<file path="config.mk">
export PLATFORM = sky130hd
export DESIGN_NAME = io_read_arbiter
export DESIGN_NICKNAME = d
export VERILOG_FILES = /design/src/rtl/io_read_arbiter.sv
export SDC_FILE = /design/constraint.sdc
export NUM_CORES = 1
export LEC_CHECK = 0
export BUFFER_PORTS_ARGS = -buffer_cell sky130_fd_sc_hd__buf_4
export CAP_MARGIN = 40
export CORE_AREA = 8 8 65 67
export DETAILED_ROUTE_END_ITERATION = 12
export DIE_AREA = 0 0 73 75
export PLACE_DENSITY = 0.82
export SYNTH_ARGS = -nofsm -noshare
export SYNTH_HDL_FRONTEND = slang
export SYNTH_SLANG_ARGS = --single-unit
</file>
<file path="constraint.sdc">
create_clock -name clk28 -period 2.93 [get_ports clk28]
set_input_delay 0.1465 -clock clk28 [delete_from_list [all_inputs] [get_ports clk28]]
set_output_delay 0.1465 -clock clk28 [all_outputs]
set_load 0.03 [all_outputs]
</file>
<file path="src/rtl/io_read_arbiter.sv">
// ---------------------------------------------------------------------------
// io_read_arbiter
//
// Shares the CPU data-bus read path between the I/O read responders
// (port decode, Kempston, DivMMC, AY). When an IORQ read cycle starts, the
// block waits SETTLE clk28 edges so the responders' registered decode can
// settle. It then grants exactly one responder by fixed priority (index 0
// is highest) and holds that grant until the read cycle ends.
//
// Parameters:
//   N_SRC   number of read sources (index 0 = highest priority)
//   SETTLE  clk28 edges between sampling the request and arbitrating (>= 1)
//
// Ports:
//   clk28          system clock, 28 MHz
//   rst            synchronous, active-high reset
//   ioreq, rd      CPU I/O request and read strobe; req = ioreq && rd
//   src_active     per-source "I decode this address" flags (registered)
//   src_data       per-source data bytes, source i at [8*i+7:8*i]
//   d_out          registered data toward the CPU bus (8'hFF when idle)
//   d_out_active   registered bus-drive enable
//   grant          one-hot grant, or all zero
//   conflict       one-cycle pulse when >1 source is active at arbitration
//   conflict_clr   clears the conflict log (logging build only)
//   conflict_cnt   saturating conflict count (logging build only, else 0)
//   conflict_mask  src_active captured at the last conflict (logging build)
//   dbg_state      current FSM state, for checkers and debug
//
// Build option:
//   IO_ARB_CONFLICT_LOG_EN  when defined, conflict_cnt/conflict_mask are
//                           live registers and conflict_clr is honoured.
//                           When undefined, they are tied to 0 and
//                           conflict_clr is ignored.
//
// Bus-drive semantics: d_out_active behaves as a "valid" with no back
// pressure. While it is high, d_out is the byte the top-level buffer must
// drive onto the CPU bus. d_out_active rises on the arbitration edge only
// if some source decodes the address, and it falls on the first edge that
// samples req low. There is no ready; the CPU read cycle itself is the
// consumer.
// ---------------------------------------------------------------------------
module io_read_arbiter #(
  parameter int N_SRC  = 4,
  parameter int SETTLE = 2
) (
  input  logic                 clk28,
  input  logic                 rst,
  input  logic                 ioreq,
  input  logic                 rd,
  input  logic [N_SRC-1:0]     src_active,
  input  logic [8*N_SRC-1:0]   src_data,
  output logic [7:0]           d_out,
  output logic                 d_out_active,
  output logic [N_SRC-1:0]     grant,
  output logic                 conflict,
  input  logic                 conflict_clr,
  output logic [7:0]           conflict_cnt,
  output logic [N_SRC-1:0]     conflict_mask,
  output logic [1:0]           dbg_state
);

  localparam int CW = (SETTLE > 1) ? $clog2(SETTLE) : 1;
  localparam int IW = (N_SRC > 1) ? $clog2(N_SRC) : 1;
  localparam logic [CW-1:0] SETTLE_LAST = CW'(SETTLE - 1);

  typedef enum logic [1:0] {
    S_IDLE = 2'd0,
    S_ARB  = 2'd1,
    S_HOLD = 2'd2
  } state_t;

  state_t           state_q, state_d;
  logic [CW-1:0]    cnt_q, cnt_d;
  logic             wait_low_q, wait_low_d;
  logic [IW-1:0]    gidx_q, gidx_d;
  logic [N_SRC-1:0] grant_q, grant_d;
  logic [7:0]       d_out_q, d_out_d;
  logic             d_act_q, d_act_d;
  logic             conflict_q, conflict_d;

  logic             req;
  logic             pick_any;
  logic [IW-1:0]    pick_idx;
  logic [N_SRC-1:0] pick_onehot;
  logic [7:0]       pick_data;
  logic [7:0]       hold_data;
  logic             multi_active;

  assign req = ioreq & rd;

  // Fixed-priority pick: scanning from the top down leaves the lowest set
  // index as the final assignment.
  always_comb begin
    pick_any    = 1'b0;
    pick_idx    = '0;
    pick_onehot = '0;
    for (int i = N_SRC - 1; i >= 0; i--) begin
      if (src_active[i]) begin
        pick_any    = 1'b1;
        pick_idx    = IW'(i);
        pick_onehot = '0;
        pick_onehot[i] = 1'b1;
      end
    end
  end

  assign pick_data = src_data[{pick_idx, 3'b000} +: 8];
  assign hold_data = src_data[{gidx_q, 3'b000} +: 8];

  // Two or more bits set <=> clearing the lowest set bit leaves something.
  assign multi_active = |(src_active & (src_active - N_SRC'(1)));

  // Next-state and next-output logic.
  always_comb begin
    state_d    = state_q;
    cnt_d      = cnt_q;
    wait_low_d = wait_low_q;
    gidx_d     = gidx_q;
    grant_d    = grant_q;
    d_out_d    = d_out_q;
    d_act_d    = d_act_q;
    conflict_d = 1'b0;

    // After reset, a cycle may start only once req has been seen low. This
    // stops a req that is still high from re-arbitrating.
    if (!req) begin
      wait_low_d = 1'b0;
    end

    case (state_q)
      S_IDLE: begin
        if (req && !wait_low_q) begin
          state_d = S_ARB;
          cnt_d   = '0;
        end
      end

      S_ARB: begin
        if (!req) begin
          // Aborted before the decode settled: no grant, no conflict.
          state_d = S_IDLE;
        end else if (cnt_q == SETTLE_LAST) begin
          state_d    = S_HOLD;
          grant_d    = pick_onehot;
          gidx_d     = pick_idx;
          d_act_d    = pick_any;
          d_out_d    = pick_any ? pick_data : 8'hFF;
          conflict_d = multi_active;
        end else begin
          cnt_d = cnt_q + CW'(1);
        end
      end

      S_HOLD: begin
        if (!req) begin
          state_d = S_IDLE;
          grant_d = '0;
          d_act_d = 1'b0;
          d_out_d = 8'hFF;
        end else if (d_act_q && src_active[gidx_q]) begin
          // Track the granted source. If it drops out, the last byte
          // stays on the bus until the cycle ends.
          d_out_d = hold_data;
        end
      end

      default: begin
        state_d = S_IDLE;
      end
    endcase
  end

  always_ff @(posedge clk28) begin
    if (rst) begin
      state_q    <= S_IDLE;
      cnt_q      <= '0;
      wait_low_q <= 1'b1;
      gidx_q     <= '0;
      grant_q    <= '0;
      d_out_q    <= 8'hFF;
      d_act_q    <= 1'b0;
      conflict_q <= 1'b0;
    end else begin
      state_q    <= state_d;
      cnt_q      <= cnt_d;
      wait_low_q <= wait_low_d;
      gidx_q     <= gidx_d;
      grant_q    <= grant_d;
      d_out_q    <= d_out_d;
      d_act_q    <= d_act_d;
      conflict_q <= conflict_d;
    end
  end

  assign d_out        = d_out_q;
  assign d_out_active = d_act_q;
  assign grant        = grant_q;
  assign conflict     = conflict_q;
  assign dbg_state    = state_q;

`ifdef IO_ARB_CONFLICT_LOG_EN
  logic [7:0]       log_cnt_q;
  logic [N_SRC-1:0] log_mask_q;

  // A clear wins over a conflict on the same edge.
  always_ff @(posedge clk28) begin
    if (rst) begin
      log_cnt_q  <= '0;
      log_mask_q <= '0;
    end else if (conflict_clr) begin
      log_cnt_q  <= '0;
      log_mask_q <= '0;
    end else if (conflict_d) begin
      if (log_cnt_q != 8'hFF) begin
        log_cnt_q <= log_cnt_q + 8'd1;
      end
      log_mask_q <= src_active;
    end
  end

  assign conflict_cnt  = log_cnt_q;
  assign conflict_mask = log_mask_q;
`else
  logic unused_conflict_clr;
  assign unused_conflict_clr = conflict_clr;
  assign conflict_cnt        = '0;
  assign conflict_mask       = '0;
`endif

endmodule

</file>
==> reports/summary.txt <==
Pleak: 0.822 nW
Synth top area share: 25.7%
global-route wire length before repair: 6.63 mm
most frequent cells after synthesis: 20 x dfxtp_1, 17 x nor2b_1, 13 x a21oi_1, 13 x buf_4, 10 x inv_1
Slew Viols, Final: 0
drt pass-1 iters: 4
Worst-path clk slew: 0.11 ns
initial drt markers: 127
Clock Latency Late Sink: 0.31 ns
crit-path cells: mux4_2 -> a21oi_4 -> o21ai_1 -> o311ai_0
CP arrival: 2.13 ns
share of cells above drive strength 1: 30.5%
number of global-route vias before repair: 1,427
Routed Antenna Nets: 0
Clock Tree Root: clkbuf_4
Internal: 476 uW
Max VDD drop: 0.247 mV
DP Wirelength: 3.25 mm
outcome: complete, no violations
post-synthesis cell type count: 41
placer congestion estimate: 0.834
flop2flop setup slack: 1.02 ns
IO Port Bufs: 55
Avg Inst Size Synth: 9.04 um^2
die width: 73 um
hold buffers post-CTS: 0
Synth Cell Area: 1560 um^2
Hold Fails Final Rpt: 0
Initial Util: 48.1%
Synth area leader: dfxtp_1
CTS H-Tree Depth: 1
Post-Layout Cell Count: 266
Max stage delay cell, worst path: mux4_2
vias per std cell: 5.52
period utilization: 65.3%
setup TNS: 0 ns
Switching Power: 162 uW
warnings from Yosys: 0
Critical Path Fanout Max: 16
worst-margin pin slew: 0.758 ns
via count: 1,469
Max stage delay on crit path: 0.60 ns
Layout Nets: 262
Post-synth EDFFs: 0
Rel. slew slack: 49.4%
initial antenna violation count: 0
I/O pin total: 69
#FFs+latches synth: 20
FP Rows: 21
worst min-delay path category: primary input to flop
critical path capture point type: flop
Clk pwr share: 35.4%
CTS tree: built
drt total wl: 4.17 mm
RSZ-0062 raised after global routing: no
max_cap viols: 0
GRT Util Overall: 15.3%
sequential share of the synthesized area: 25.7%
clk buf depth: 2
dpl cells: 262
DIE HEIGHT: 75 um
Final setup viols: 0
synth top area cells: dfxtp_1 26%, mux4_1 14%, nor2b_1 6.8%
critical path type: flop to flop
gate count after technology mapping: 172
most common cell in the netlist: dfxtp_1
pwr/cell area: 326 nW/um^2
CP Data Required Time: 3.14 ns
TritonCTS buffer count: 3
GRT Residual Overflow: 0
CP delay by family, top: compound AO/OA/AOI/OAI gates
# DRC: 0
Max Fclk: 0.523 GHz
Routed wire per std cell: 15.7 um
Sw Share: 25.4%
core area: 3230 um^2
post-CTS sizing: 0
crit path buf inv count: 0
CP Launch Type: flop
Final Skew: 0.00379 ns
CTS sink cnt: 20
Comb pwr share: 21.5%
Seq pwr share: 43.1%
Layout area overhead: 26.0%
Synth Flop Type: dfxtp_1
Die ar.: 5480 um^2
largest net degree at the start of global routing: 24
Post-synth ARST share: 0%
# Post-CTS Setup Buffers: 0
Ant. Diodes: 0
Min Clock Period, post-route: 1.91 ns
-- cell usage in the layout, fill, tap and decap left out, types with 2 or more instances in the layout --
cell type,n
mux4_1,8
o311ai_1,3
a21oi_1,13
o311ai_0,5
nor2_1,8
mux2i_1,2
inv_1,10
o31ai_1,2
nor2b_1,17
nand2_1,6
a32oi_1,3
o21ai_1,7
dfxtp_1,20
nand3_1,2
o21ai_0,8
clkbuf_4,3
nor3b_1,8
buf_4,56
conb_1,12
o221ai_1,8
-- layer usage --
metal  up-vias  GRT usage [%]  wire length (um)
met3         7           4.53               336
met4         0           6.22                65
met2        58           26.3              2100
met1       679           17.3              1670
li1        725              -                 -
met5         -              0                 0
-- cells by family after synthesis --
group | count (synthesis) | share of synthesized area (%)
adder cells (fa/ha/maj) | 1 | 0.644
AND/OR/NAND/NOR | 51 | 19.7
flip-flops | 20 | 25.7
other | 1 | 0.241
buffers and inverters | 33 | 13.2
AO/OA/AOI/OAI | 55 | 24.2
multiplexers | 11 | 16.3
-- worst paths after layout --
| kind | from | to | cells after the start |
|---|---|---|---|
| max reg2reg | gidx_q[1] | d_out[4] | 4 |
| max | gidx_q[1] | d_out[4] | 4 |
| min | rst | d_out_active | 2 |
| min reg2reg | wait_low_q | wait_low_q | 1 |
-- state kept, by name, summed over array words and instances (netlist names) --
name,cells
d_out_active,1
wait_low_q,1
dbg_state,2
grant,4
gidx_q,2
cnt_q,1
d_out,8
conflict,1
-- stage by stage --
step	hold slack (ns)	power (mW)	worst slack, ns	utilization [%]	instance area (um^2)
2_1_floorplan	0.225	0.370	1.28	-	1600
3_3_place_gp	0.417	0.414	1.02	58.8	1900
6_report	0.0905	0.638	1.02	60.6	1960
5_1_grt	0.0852	0.666	0.833	60.6	1960
3_5_place_dp	0.418	0.416	1.03	59.0	1910
4_1_cts	0.0785	0.641	1.02	60.6	1960
-- cell type report --
class | count | area [um^2]
Clock buffer | 3 | 22.5
Clock inverter | 1 | 30.0
Fill cell | 280 | 1270
Inverter | 10 | 37.5
Multi-Input combinational cell | 130 | 991
Sequential cell | 20 | 400
Tap cell | 46 | 57.6
Timing Repair Buffer | 56 | 420
-- power groups by stage --
stage / Clock [mW] / Combinational (mW) / Sequential [mW]
CTS: 0.230 / 0.135 / 0.275
floorplan: 0 / 0.0882 / 0.282
global placement: 0 / 0.132 / 0.281
detailed placement: 0 / 0.135 / 0.281
global route: 0.241 / 0.150 / 0.276
finish: 0.226 / 0.137 / 0.275
Note: power is estimated with default switching activity, not from simulation.
